<file path="config.mk">
export PLATFORM = sky130hd
export DESIGN_NAME = lcd_write_queue
export DESIGN_NICKNAME = d
export VERILOG_FILES = /design/src/rtl/lcd_write_queue_pkg.sv /design/src/rtl/lcdq_storage.sv /design/src/rtl/lcd_write_queue.sv
export SDC_FILE = /design/constraint.sdc
export NUM_CORES = 1
export LEC_CHECK = 0
export BUFFER_PORTS_ARGS = -buffer_cell sky130_fd_sc_hd__buf_2
export CAP_MARGIN = 20
export CORE_UTILIZATION = 54
export DETAILED_ROUTE_END_ITERATION = 12
export PLACE_DENSITY = 0.76
export SYNTH_ARGS = -nofsm -noshare
export SYNTH_HDL_FRONTEND = slang
export SYNTH_HIERARCHICAL = 1
export SYNTH_SLANG_ARGS = --single-unit
</file>
<file path="constraint.sdc">
create_clock -name CLK_50MHZ -period 2.75 [get_ports CLK_50MHZ]
set_clock_uncertainty 0.15 [all_clocks]
set_input_delay 0.4125 -clock CLK_50MHZ [delete_from_list [all_inputs] [get_ports CLK_50MHZ]]
set_output_delay 0.4125 -clock CLK_50MHZ [all_outputs]
set_load 0.01 [all_outputs]
</file>
<file path="src/rtl/lcd_write_queue_pkg.sv">
// Shared LCD definitions: data width, default queue geometry, memory-mapped addresses
// and the status word layout the CPU reads back.
package lcd_write_queue_pkg;

   localparam int LCD_DATA_W  = 16;
   localparam int LCDQ_ADDR_W = 3;
   localparam int LCDQ_DEPTH  = 1 << LCDQ_ADDR_W;

   localparam logic [31:0] LCD_DATA_ADDR   = 32'h0000_FF00;
   localparam logic [31:0] LCD_STATUS_ADDR = 32'h0000_FF04;

   typedef struct packed {
      logic                   overflow;
      logic                   full;
      logic                   empty;
      logic [LCDQ_ADDR_W:0]   count;
   } lcdq_status_t;

   // Status register image, zero-extended to the CPU bus width.
   function automatic logic [31:0] lcdq_status_word(input lcdq_status_t s);
      return {{(32 - $bits(lcdq_status_t)){1'b0}}, s};
   endfunction

endpackage

</file>
<file path="src/rtl/lcdq_storage.sv">
// Queue storage: DEPTH x DATA register array with one synchronous write port
// and one combinational read port.
module lcdq_storage
   import lcd_write_queue_pkg::*;
#(
   parameter int DATA  = LCD_DATA_W,
   parameter int ADDR  = LCDQ_ADDR_W,
   parameter int DEPTH = LCDQ_DEPTH
) (
   input  logic            clk,
   input  logic            we,
   input  logic [ADDR-1:0] waddr,
   input  logic [DATA-1:0] wdata,
   input  logic [ADDR-1:0] raddr,
   output logic [DATA-1:0] rdata
);

   logic [DATA-1:0] mem_q [DEPTH];
   logic [DATA-1:0] mem_d [DEPTH];

   always_comb begin
      mem_d = mem_q;
      if (we) begin
         mem_d[waddr] = wdata;
      end
   end

   // Contents are left unreset; the control logic never exposes an unwritten slot.
   always_ff @(posedge clk) begin
      mem_q <= mem_d;
   end

   assign rdata = mem_q[raddr];

endmodule

</file>
<file path="src/rtl/lcd_write_queue.sv">
// First-word-fall-through LCD write queue between the memory controller and lcd_ctrl.
// Optional sticky drop flag: define LCDQ_OVERFLOW_STICKY_EN to add the overflow port.
module lcd_write_queue
   import lcd_write_queue_pkg::*;
#(
   parameter int DATA  = LCD_DATA_W,
   parameter int ADDR  = LCDQ_ADDR_W,
   parameter int DEPTH = LCDQ_DEPTH
) (
   input  logic            CLK_50MHZ,
   input  logic            reset,
   input  logic            wr_en,
   input  logic [DATA-1:0] wr_data,
   input  logic            flush,
   output logic [DATA-1:0] out_data,
   output logic            out_valid,
   input  logic            out_ready,
   output logic            full,
   output logic            empty,
   output logic [ADDR:0]   count
`ifdef LCDQ_OVERFLOW_STICKY_EN
   ,output logic           overflow
`endif
);

   localparam logic [ADDR:0] PTR_ONE = {{ADDR{1'b0}}, 1'b1};

   logic [ADDR:0]   wp_q, wp_d;
   logic [ADDR:0]   rp_q, rp_d;
   logic [ADDR:0]   count_q, count_d;
   logic            empty_q, empty_d;
   logic            full_q, full_d;
   logic            push, pop, we;
   logic [DATA-1:0] head_data;

   // Handshake: a word leaves on any rising edge where out_valid and out_ready are both 1;
   // out_valid never depends on out_ready, and out_data holds while valid and not ready.
   assign pop  = ~empty_q & out_ready;
   assign push = wr_en & (~full_q | pop);
   assign we   = push & ~flush;

   always_comb begin
      wp_d    = wp_q;
      rp_d    = rp_q;
      count_d = count_q;
      if (flush) begin
         rp_d    = wp_q;
         count_d = '0;
      end else begin
         if (push) begin
            wp_d = wp_q + PTR_ONE;
         end
         if (pop) begin
            rp_d = rp_q + PTR_ONE;
         end
         count_d = count_q + (push ? PTR_ONE : '0) - (pop ? PTR_ONE : '0);
      end
      // Flags come from the next pointers so they stay registered yet always agree with them.
      empty_d = (wp_d == rp_d);
      full_d  = (wp_d[ADDR] != rp_d[ADDR]) && (wp_d[ADDR-1:0] == rp_d[ADDR-1:0]);
   end

   always_ff @(posedge CLK_50MHZ) begin
      if (!reset) begin
         wp_q    <= '0;
         rp_q    <= '0;
         count_q <= '0;
         empty_q <= 1'b1;
         full_q  <= 1'b0;
      end else begin
         wp_q    <= wp_d;
         rp_q    <= rp_d;
         count_q <= count_d;
         empty_q <= empty_d;
         full_q  <= full_d;
      end
   end

`ifdef LCDQ_OVERFLOW_STICKY_EN
   logic overflow_q, overflow_d;

   always_comb begin
      overflow_d = overflow_q;
      if (flush) begin
         overflow_d = 1'b0;
      end else if (wr_en & full_q & ~pop) begin
         overflow_d = 1'b1;
      end
   end

   always_ff @(posedge CLK_50MHZ) begin
      if (!reset) begin
         overflow_q <= 1'b0;
      end else begin
         overflow_q <= overflow_d;
      end
   end

   assign overflow = overflow_q;
`endif

   lcdq_storage #(
      .DATA  (DATA),
      .ADDR  (ADDR),
      .DEPTH (DEPTH)
   ) u_storage (
      .clk   (CLK_50MHZ),
      .we    (we),
      .waddr (wp_q[ADDR-1:0]),
      .wdata (wr_data),
      .raddr (rp_q[ADDR-1:0]),
      .rdata (head_data)
   );

   // Masked to zero while empty so stale array contents never appear on the bus.
   assign out_data  = empty_q ? '0 : head_data;
   assign out_valid = ~empty_q;
   assign full      = full_q;
   assign empty     = empty_q;
   assign count     = count_q;

endmodule

</file>
; ---- Word-level counts from Yosys, hierarchy flattened
; Cells that the tools add are included.
[totals]
ff_bits = 142
in_bits = 21
output_inout_bits = 23
[op_classes]
magnitude_cmp = 3
add_sub_neg = 4
n_mux = 13
reduce_logical = 3
n_bitwise = 10
n_eq_ne = 3
[ops]
columns = cell, count
row1 = 128-bit bitwise mux, 1
row2 = 16-bit 2-to-1 mux, 4
row3 = 16-bit binary-select mux with 3-bit select, 1
row4 = 16-bit demux with 3-bit select, 1
row5 = 4-bit 2-to-1 mux, 4
row6 = 4-bit by 1-bit adder with 4-bit output (second input constant), 2
row7 = 4-bit >= comparator (second input constant), 2
row8 = 3-bit NOT with 4-bit output, 2
row9 = 4-bit by 1-bit adder with 4-bit output, 1
row10 = 4-bit equality test, 1
row11 = 4-bit by 1-bit < comparator with 1-bit output (second input constant), 1
row12 = 1-bit NOT, 4
row13 = 4-bit by 1-bit subtractor with 4-bit output, 1
row14 = 1-bit AND, 3
row15 = 3-bit equality test, 1
row16 = 1-bit logical AND, 2
row17 = 1-bit 2-to-1 mux, 2
row18 = 2-bit OR reduction, 1
row19 = 1-bit inequality test, 1
row20 = 1-bit OR, 1

; ---- Depth between registers and ports, before layout
; Gate-level depths: netlist of run 1.
[logic_depth]
depth_word = 8
ltp_mapped = 8
mapped_depth_nobuf = 7

; ---- By module
; Netlist of run 1, hierarchy kept.
[by_module_without_submodules]
columns = mod, n_inst, seq_area_each_um2, cells_each, area_per_inst_um2
row1 = lcdq_storage, 1, 3843.7, 198, 4973.5
row2 = lcd_write_queue, 1, 280.3, 114, 1002.2

; ---- Worst setup path before layout of run 1
; Ideal clock, no wire load.
[synth_path]
path_type = reg2reg
startpoint = register empty_q (netlist: empty)
endpoint = register u_storage/mem_q[100] in the netlist's numbering, enable pin
setup_slack_ps = 91
n_path_buf = 1
t_required_ps = 2191
period_less_slack_ps = 2659
t_arrival_ps = 2099
stages_incl_launch_ff = 6
cell_sequence = dfxtp_1 nand2b_1 buf_6 a21oi_4 nand2_1 nor3_1
[synth_between]
elab_chain_cells = 5
[synth_rtl]
columns = item, line_no
row1 = from (decl), lcd_write_queue.sv:31  ; logic empty_q, empty_d;
row2 = from (signal assigned), lcd_write_queue.sv:74  ; empty_q <= empty_d;
row3 = 1-bit NOT, lcd_write_queue.sv:38  ; assign pop = ~empty_q & out_ready;
row4 = 1-bit AND, lcd_write_queue.sv:38
row5 = 1-bit OR, lcd_write_queue.sv:39  ; assign push = wr_en & (~full_q | pop);
row6 = 1-bit AND, lcd_write_queue.sv:39
row7 = 1-bit AND, lcd_write_queue.sv:40  ; assign we = push & ~flush;
row8 = named net we, lcd_write_queue.sv:33  ; logic push, pop, we;
row9 = to (signal assigned), lcdq_storage.sv:30  ; mem_q <= mem_d;
row10 = to (decl), lcdq_storage.sv:18  ; logic [DATA-1:0] mem_q [DEPTH];
; The timed path passes the listed nets, and every way through them passes these cells.
; A chain may end at the register's enable or synchronous reset.

; ---- Worst setup path after layout of run 1
[layout_path]
startpoint = register rp_q[0]
endpoint = output out_data[14]
[layout_between]
elab_chain_cells = 5
[layout_rtl]
columns = item, line_no
row1 = from (decl), lcd_write_queue.sv:29  ; logic [ADDR:0] rp_q, rp_d;
row2 = from (signal assigned), lcd_write_queue.sv:72  ; rp_q <= rp_d;
row3 = 3-bit NOT with 4-bit output (not written as such), lcdq_storage.sv:33  ; assign rdata = mem_q[raddr];
row4 = 16-bit binary-select mux with 3-bit select, lcdq_storage.sv:33
row5 = 16-bit 2-to-1 mux (not written as such) (2 in a row), lcdq_storage.sv:33
row6 = named net head_data[14], lcd_write_queue.sv:34  ; logic [DATA-1:0] head_data;
row7 = 16-bit 2-to-1 mux, lcd_write_queue.sv:116  ; assign out_data = empty_q ? '0 : head_data;
row8 = to (decl), lcd_write_queue.sv:15  ; output logic [DATA-1:0] out_data,
; The timed path passes the listed nets, and every way through them passes these cells. The select of a mux whose other input is x is not followed.

==> summary.md, run 1 <==
| Metric | Value |
|---|---|
| Total Power | 4.840 mW |
| Initial antenna violation count | 0 |
| Layout cells sized above 1 | 41.01% |
| First-pass GRT wire length | 18.05 mm |
| Final hold viol count | 0 |
| Die ar. | 11490 sq um |
| RSZ-0062 raised after global routing | true |
| Min Clock Period, post-route | 2.800 ns |
| Placed Area | 6476 sq um |
| Setup TNS | -0.3517 ns |
| Vias after detailed routing | 3219 |
| Clock sink count | 142 |
| Reg-to-reg slack, setup | 0.30 ns |
| Final instance area | 7301 sq um |
| Reg2Reg Depth | 5 |
| Pin count of the biggest net entering global routing | 36 |
| CP arrival | 2.24 ns |
| Most frequently used flop master after synthesis | edfxtp_1 |
| Req. time, crit path | 2.19 ns |
| Worst-skew pair later-pin latency | 0.52 ns |
| Failing checks | setup timing |
| Worst-margin pin slew | 0.6224 ns |
| DP Cell Count | 503 |
| CTS tree | done |
| Clock root buffer | clkbuf_8 |
| Sequential share of the synthesized area | 69.01% |
| Period utilization | 101.8% |
| Ys Warns | 6 |
| Post-synth EDFFs | 128 |
| Dpl hpwl | 6.780 mm |
| Max-cap viol count | 0 |
| Final Util | 67.64% |
| Core area | 10790 sq um |
| Drt first pass iters | 4 |
| Slowest-stage cell, CP | mux4_2 |
| WHS | 0.01660 ns |
| Crit Reg-Reg Startpoint | empty$_SDFF_PN1_ |
| Final Wtd Congestion | 0.7536 |
| Final cell count without fillers | 557 |
| Reg area | 4128 sq um |
| Worst hold path depth | 1 |
| Final WL | 12.58 mm |
| Buf+Inv Stages, Crit Path | 3 |
| H-Tree Depth | 4 |
| Crit path largest cell delay | 0.50 ns |
| CTS buffer count | 17 |
| Crit path to | out_data[14] |
| Worst setup EP type | primary output |
| CTS clk-pin slew, worst paths | 0.06 ns |
| Critical Path Source Type | flop |
| Post-Synthesis Cell Area | 5976 sq um |
| Synth Register Bits | 142 |
| Hold crit path type | input port to flop |
| Number of cells on the critical path | 6 |
| I/O pin total | 44 |
| ANT cells | 0 |
| Post-Place Setup Slack | 0.4118 ns |
| Asr flop ratio synth | 0% |
| Syn_area_per_cell | 19.15 sq um |
| Port bufs | 43 |
| Multi-input combinational cell area | 1705 sq um |
| Die Span Y | 107.2 um |
| Area grow syn2layout | 22.17% |
| Slew Viols, Final | 0 |
| Fmax achieved | 357.2 MHz |
| Initial Utilization | 55.37% |
| Placement row count | 38 |
| Final setup fails | 13 |
| Slew HR | 58.45% |
| Worst Setup SP | rp_q[0]$_SDFF_PN0_ |
| Nets | 431 |
| Starting DRT DRC Count | 272 |
| Clock buffer depth | 2 |
| Final worst slack | -0.04962 ns |
| Pwr dens | 662.9 nW/um^2 |
| Crit Reg-Reg Endpoint | u_storage/mem_q[44]$_DFFE_PP_ |
| P_leak | 2.563 nW |
| Chip width | 107.2 um |
| Gr ovfl total | 0 |
| CP top delay family | multiplexers |
| Fillers | 703 |
| Crit-path cells | buf_12, buf_16, mux4_2, mux2_2, nor2b_1, buf_2 |
| Status | finished with violations |
| Post-Syn Instances | 312 |
| DRC | 0 |
| Cell variety after synth | 47 |
| Routed Antenna Nets | 0 |
| Crit-path max FO | 6 |
| Syn nets | 339 |
| Setup CP Type | flop to primary output |
| Max VDD drop | 608.1 uV |
| Number of vias per cell | 5.779 |
| GRT Util Overall | 22.27% |
| WL per Instance | 22.58 um |
| Vias in the first global route | 3266 |
timing repair:
item | in CTS | in global routing
endpoints found under the setup margin | 16 | 16
hold endpoints to repair | 58 | 0
gates resized for setup | 20 | 36
cloned | 1 | 2
hold buffers | 9 | 0
buffers inserted | 2 | 8
cells in the mapped netlist, drive strengths merged (5+ instances only):
cell type	count	share of area, %
nor2	16	1.0
mux2	17	3.2
nand2	10	0.63
dfxtp	14	4.7
buf	11	1.5
xnor2	6	0.88
ha	5	1.0
edfxtp	128	64
mux4	32	14
a21oi	6	0.69
nand2b	6	0.63
nor2b	17	1.8
xor2	6	1.0
inv	8	0.50
flip-flops by register name, summed over array words and instances, names as in the netlist:
name             count
full                 1
u_storage/mem_q    128
wp_q                 4
rp_q                 4
count                4
empty                1
cells by family (layout without fill, tap and decap cells):
group	Yosys count	count (layout)	synth area share, %
DFF	142	142	69.01
and+or+nand+nor	64	64	5.968
muxes	50	50	17.19
buffers and inverters	21	126	2.114
AOI/OAI and AO/OA	16	16	2.073
xor gates and xnor gates	13	13	2.261
adders and majority gates	6	6	1.382
where the power goes:
part	total, mW	internal (mW)	switching (mW)
combinational	0.371	0.200	0.170
sequential	2.41	2.38	0.0273
clock	2.06	1.19	0.868
per-layer routing:
layer | track usage [%] | part of all wire (%)
met1 | 29.07 | 41
met2 | 36.73 | 52
met4 | 6.360 | 0.92
met3 | 6.261 | 6.9
met5 | 0 | 0
layout by cell type (no fill, tap or decap), drive strengths merged, types with 10 or more instances in the layout:
cell type	n
clkbuf	20
dfxtp	14
buf	75
mux2	17
nand2	10
nor2	16
nor2b	17
mux4	32
inv	10
edfxtp	128
area by class of cell:
cell class,instances,share of cell area (%)
Clock inverter,14,1.611
Clock buffer,18,5.724
Inverter,8,0.4113
Tap cell,140,2.399
Multi-Input combinational cell,149,23.36
Timing Repair Buffer,86,9.957
Sequential cell,142,56.54
worst min-delay path by stage:
stage / start / endpoint / slack, ns
global placement: rp_q[3]$_SDFF_PN0_ / rp_q[3]$_SDFF_PN0_ / 0.37
floorplan: reset / empty$_SDFF_PN1_ / 0.33
finish: wr_data[10] / u_storage/mem_q[42]$_DFFE_PP_ / 0.02
global route: wr_data[9] / u_storage/mem_q[89]$_DFFE_PP_ / 0.02
CTS: wr_data[10] / u_storage/mem_q[106]$_DFFE_PP_ / 0.0004
detailed placement: wp_q[3]$_SDFF_PN0_ / rp_q[3]$_SDFF_PN0_ / 0.42
No activity file was read; power rests on OpenSTA's default activity.
==> run 2, diff against run 1 <==
--- a/config.mk
+++ b/config.mk
@@ -10,6 +10,7 @@
 export CORE_UTILIZATION = 54
 export DETAILED_ROUTE_END_ITERATION = 12
 export PLACE_DENSITY = 0.76
+export RECOVER_POWER = 25
 export SYNTH_ARGS = -nofsm -noshare
 export SYNTH_HDL_FRONTEND = slang
 export SYNTH_HIERARCHICAL = 1
==> run 2 against run 1 <==
Compared with the run above:
- the run still ends with setup timing left
- setup slack improved by 0.0015 ns
- clock power barely moved
- critical endpoint unchanged
- combinational power is essentially flat
- final area is 0.15% lower
==> summary.md, run 2 (synthesis results as in run 1) <==
| Metric | Value |
|---|---|
| Status | finished with violations |
| Failing checks | setup timing |
| Vias in the first global route | 3266 |
| Critical Path Source Type | flop |
| Placement row count | 38 |
| Total Power | 4.839 mW |
| Reg area | 4128 sq um |
| ANT cells | 0 |
| Max-cap viol count | 0 |
| DRC | 0 |
| Min Clock Period, post-route | 2.798 ns |
| Final Util | 67.54% |
| Clock buffer depth | 2 |
| Clock sink count | 142 |
| Gr ovfl total | 0 |
| Slowest-stage cell, CP | mux4_2 |
| Reg2Reg Depth | 5 |
| Fillers | 705 |
| Setup CP Type | flop to primary output |
| Nets | 431 |
| Hold Startpoint | wr_data[10] |
| Hold crit path type | input port to flop |
| Final instance area | 7289 sq um |
| Final hold viol count | 0 |
| Initial antenna violation count | 0 |
| P_leak | 2.538 nW |
| Crit-path cells | buf_12, buf_16, mux4_2, mux2_2, nor2b_1, buf_2 |
| Hold endpoint | u_storage/mem_q[90]$_DFFE_PP_ |
| Worst-skew pair later-pin latency | 0.52 ns |
| Final setup fails | 13 |
| Commonest non-fill, non-tap cell in the layout | edfxtp_1 |
| Die Span Y | 107.2 um |
| Crit-path max FO | 6 |
| Req. time, crit path | 2.19 ns |
| Dpl hpwl | 6.780 mm |
| Worst hold path depth | 1 |
| Pwr dens | 663.8 nW/um^2 |
| CTS buffer count | 17 |
| GRT Max-Usage Layer | met2 |
| H-Tree Depth | 4 |
| Crit Reg-Reg Endpoint | u_storage/mem_q[44]$_DFFE_PP_ |
| Multi-input combinational cell area | 1705 sq um |
| First-pass GRT wire length | 18.05 mm |
| Area grow syn2layout | 21.98% |
| Final Wtd Congestion | 0.7536 |
| Worst-margin pin slew | 0.6291 ns |
| Most frequent cells in the layout | edfxtp_1 (128), buf_2 (30), mux4_2 (30) |
| M1 GR Usage | 29.07% |
| Drt first pass iters | 5 |
| Final worst slack | -0.04810 ns |
| Layout cells sized above 1 | 38.85% |
| I/O pin total | 44 |
| Core area | 10790 sq um |
| WL per Instance | 22.59 um |
| Die ar. | 11490 sq um |
| RSZ-0062 raised after global routing | true |
| Routed Antenna Nets | 0 |
| Max VDD drop | 610.4 uV |
| Port bufs | 43 |
| Slew HR | 58.00% |
| CP arrival | 2.24 ns |
| Global-route track usage on met2 | 36.73% |
| CTS clk-pin slew, worst paths | 0.06 ns |
| Initial Utilization | 55.37% |
| GRT Util Overall | 22.27% |
| Placed Area | 6476 sq um |
| Vias after detailed routing | 3273 |
| Worst setup EP type | primary output |
| Largest register FFs | 128 |
| Crit path largest cell delay | 0.50 ns |
| Routing usage on met3 | 6.261% |
| CTS tree | done |
| Crit Reg-Reg Startpoint | empty$_SDFF_PN1_ |
| Period utilization | 101.7% |
| Register with the most flip-flops | u_storage/mem_q |
| Clock root buffer | clkbuf_8 |
| Fmax achieved | 357.4 MHz |
| Post-Place Setup Slack | 0.4118 ns |
| CP top delay family | multiplexers |
| Chip width | 107.2 um |
| Pin count of the biggest net entering global routing | 36 |
| Reg-to-reg slack, setup | 0.30 ns |
| Buf+Inv Stages, Crit Path | 3 |
| Number of vias per cell | 5.876 |
| Starting DRT DRC Count | 290 |
| Slew Viols, Final | 0 |
| Final WL | 12.58 mm |
run 2: cell count changes in the layout (fill, tap and decap cells not counted):
cell	previous run	this run
buf_2	39	30
clkbuf_1	1	10
run 2: how the worst max path moves through the flow:
stage | start | endpoint | cells past startpoint
after floorplan | empty$_SDFF_PN1_ | u_storage/mem_q[100]$_DFFE_PP_ | 5
after global placement | empty$_SDFF_PN1_ | count[2]$_SDFF_PP0_ | 7
after detailed placement | empty$_SDFF_PN1_ | u_storage/mem_q[51]$_DFFE_PP_ | 5
after CTS | rp_q[0]$_SDFF_PN0_ | out_data[14] | 5
after global routing | rp_q[0]$_SDFF_PN0_ | out_data[15] | 6
final | rp_q[0]$_SDFF_PN0_ | out_data[14] | 6
run 2: metal layers:
| layer | wire length, um | share of wire, % |
|---|---|---|
| met2 | 6475 | 51 |
| met5 | 0 | 0 |
| met4 | 158 | 1.3 |
| met3 | 901 | 7.2 |
| met1 | 5047 | 40 |
run 2: power by group:
part           internal, mW  switching (mW)
logic                 0.199           0.170
clock network          1.19           0.869
registers              2.38          0.0273
total                  3.77            1.07
run 2: final cells by class:
type                            instances  area share (%)
Sequential cell                       142           56.63
Multi-Input combinational cell        149           23.40
Timing Repair Buffer                   86           9.818
Clock buffer                           18           5.733
Tap cell                              140           2.403
Clock inverter                         14           1.613
Inverter                                8          0.4119
run 2: what timing repair did:
action / in CTS / in global routing
setup buffers: 2 / 8
setup endpoints to repair: 16 / 16
pin swaps: 0 / 0
hold buffers: 9 / 0
gates cloned: 1 / 2
hold endpoints to repair: 58 / 0
gates resized for setup: 20 / 36
run 2: through the flow:
| step | setup TNS, ns | cells | hold WS [ns] |
|---|---|---|---|
| global placement | 0 | 503 | 0.3738 |
| finish | -0.3095 | 557 | 0.09686 |
| CTS | -0.3987 | 547 | 0.0003528 |
| detailed placement | 0 | 503 | 0.4237 |
| floorplan | 0 | 312 | 0.3336 |
| global route | -1.165 | 557 | 0.1051 |
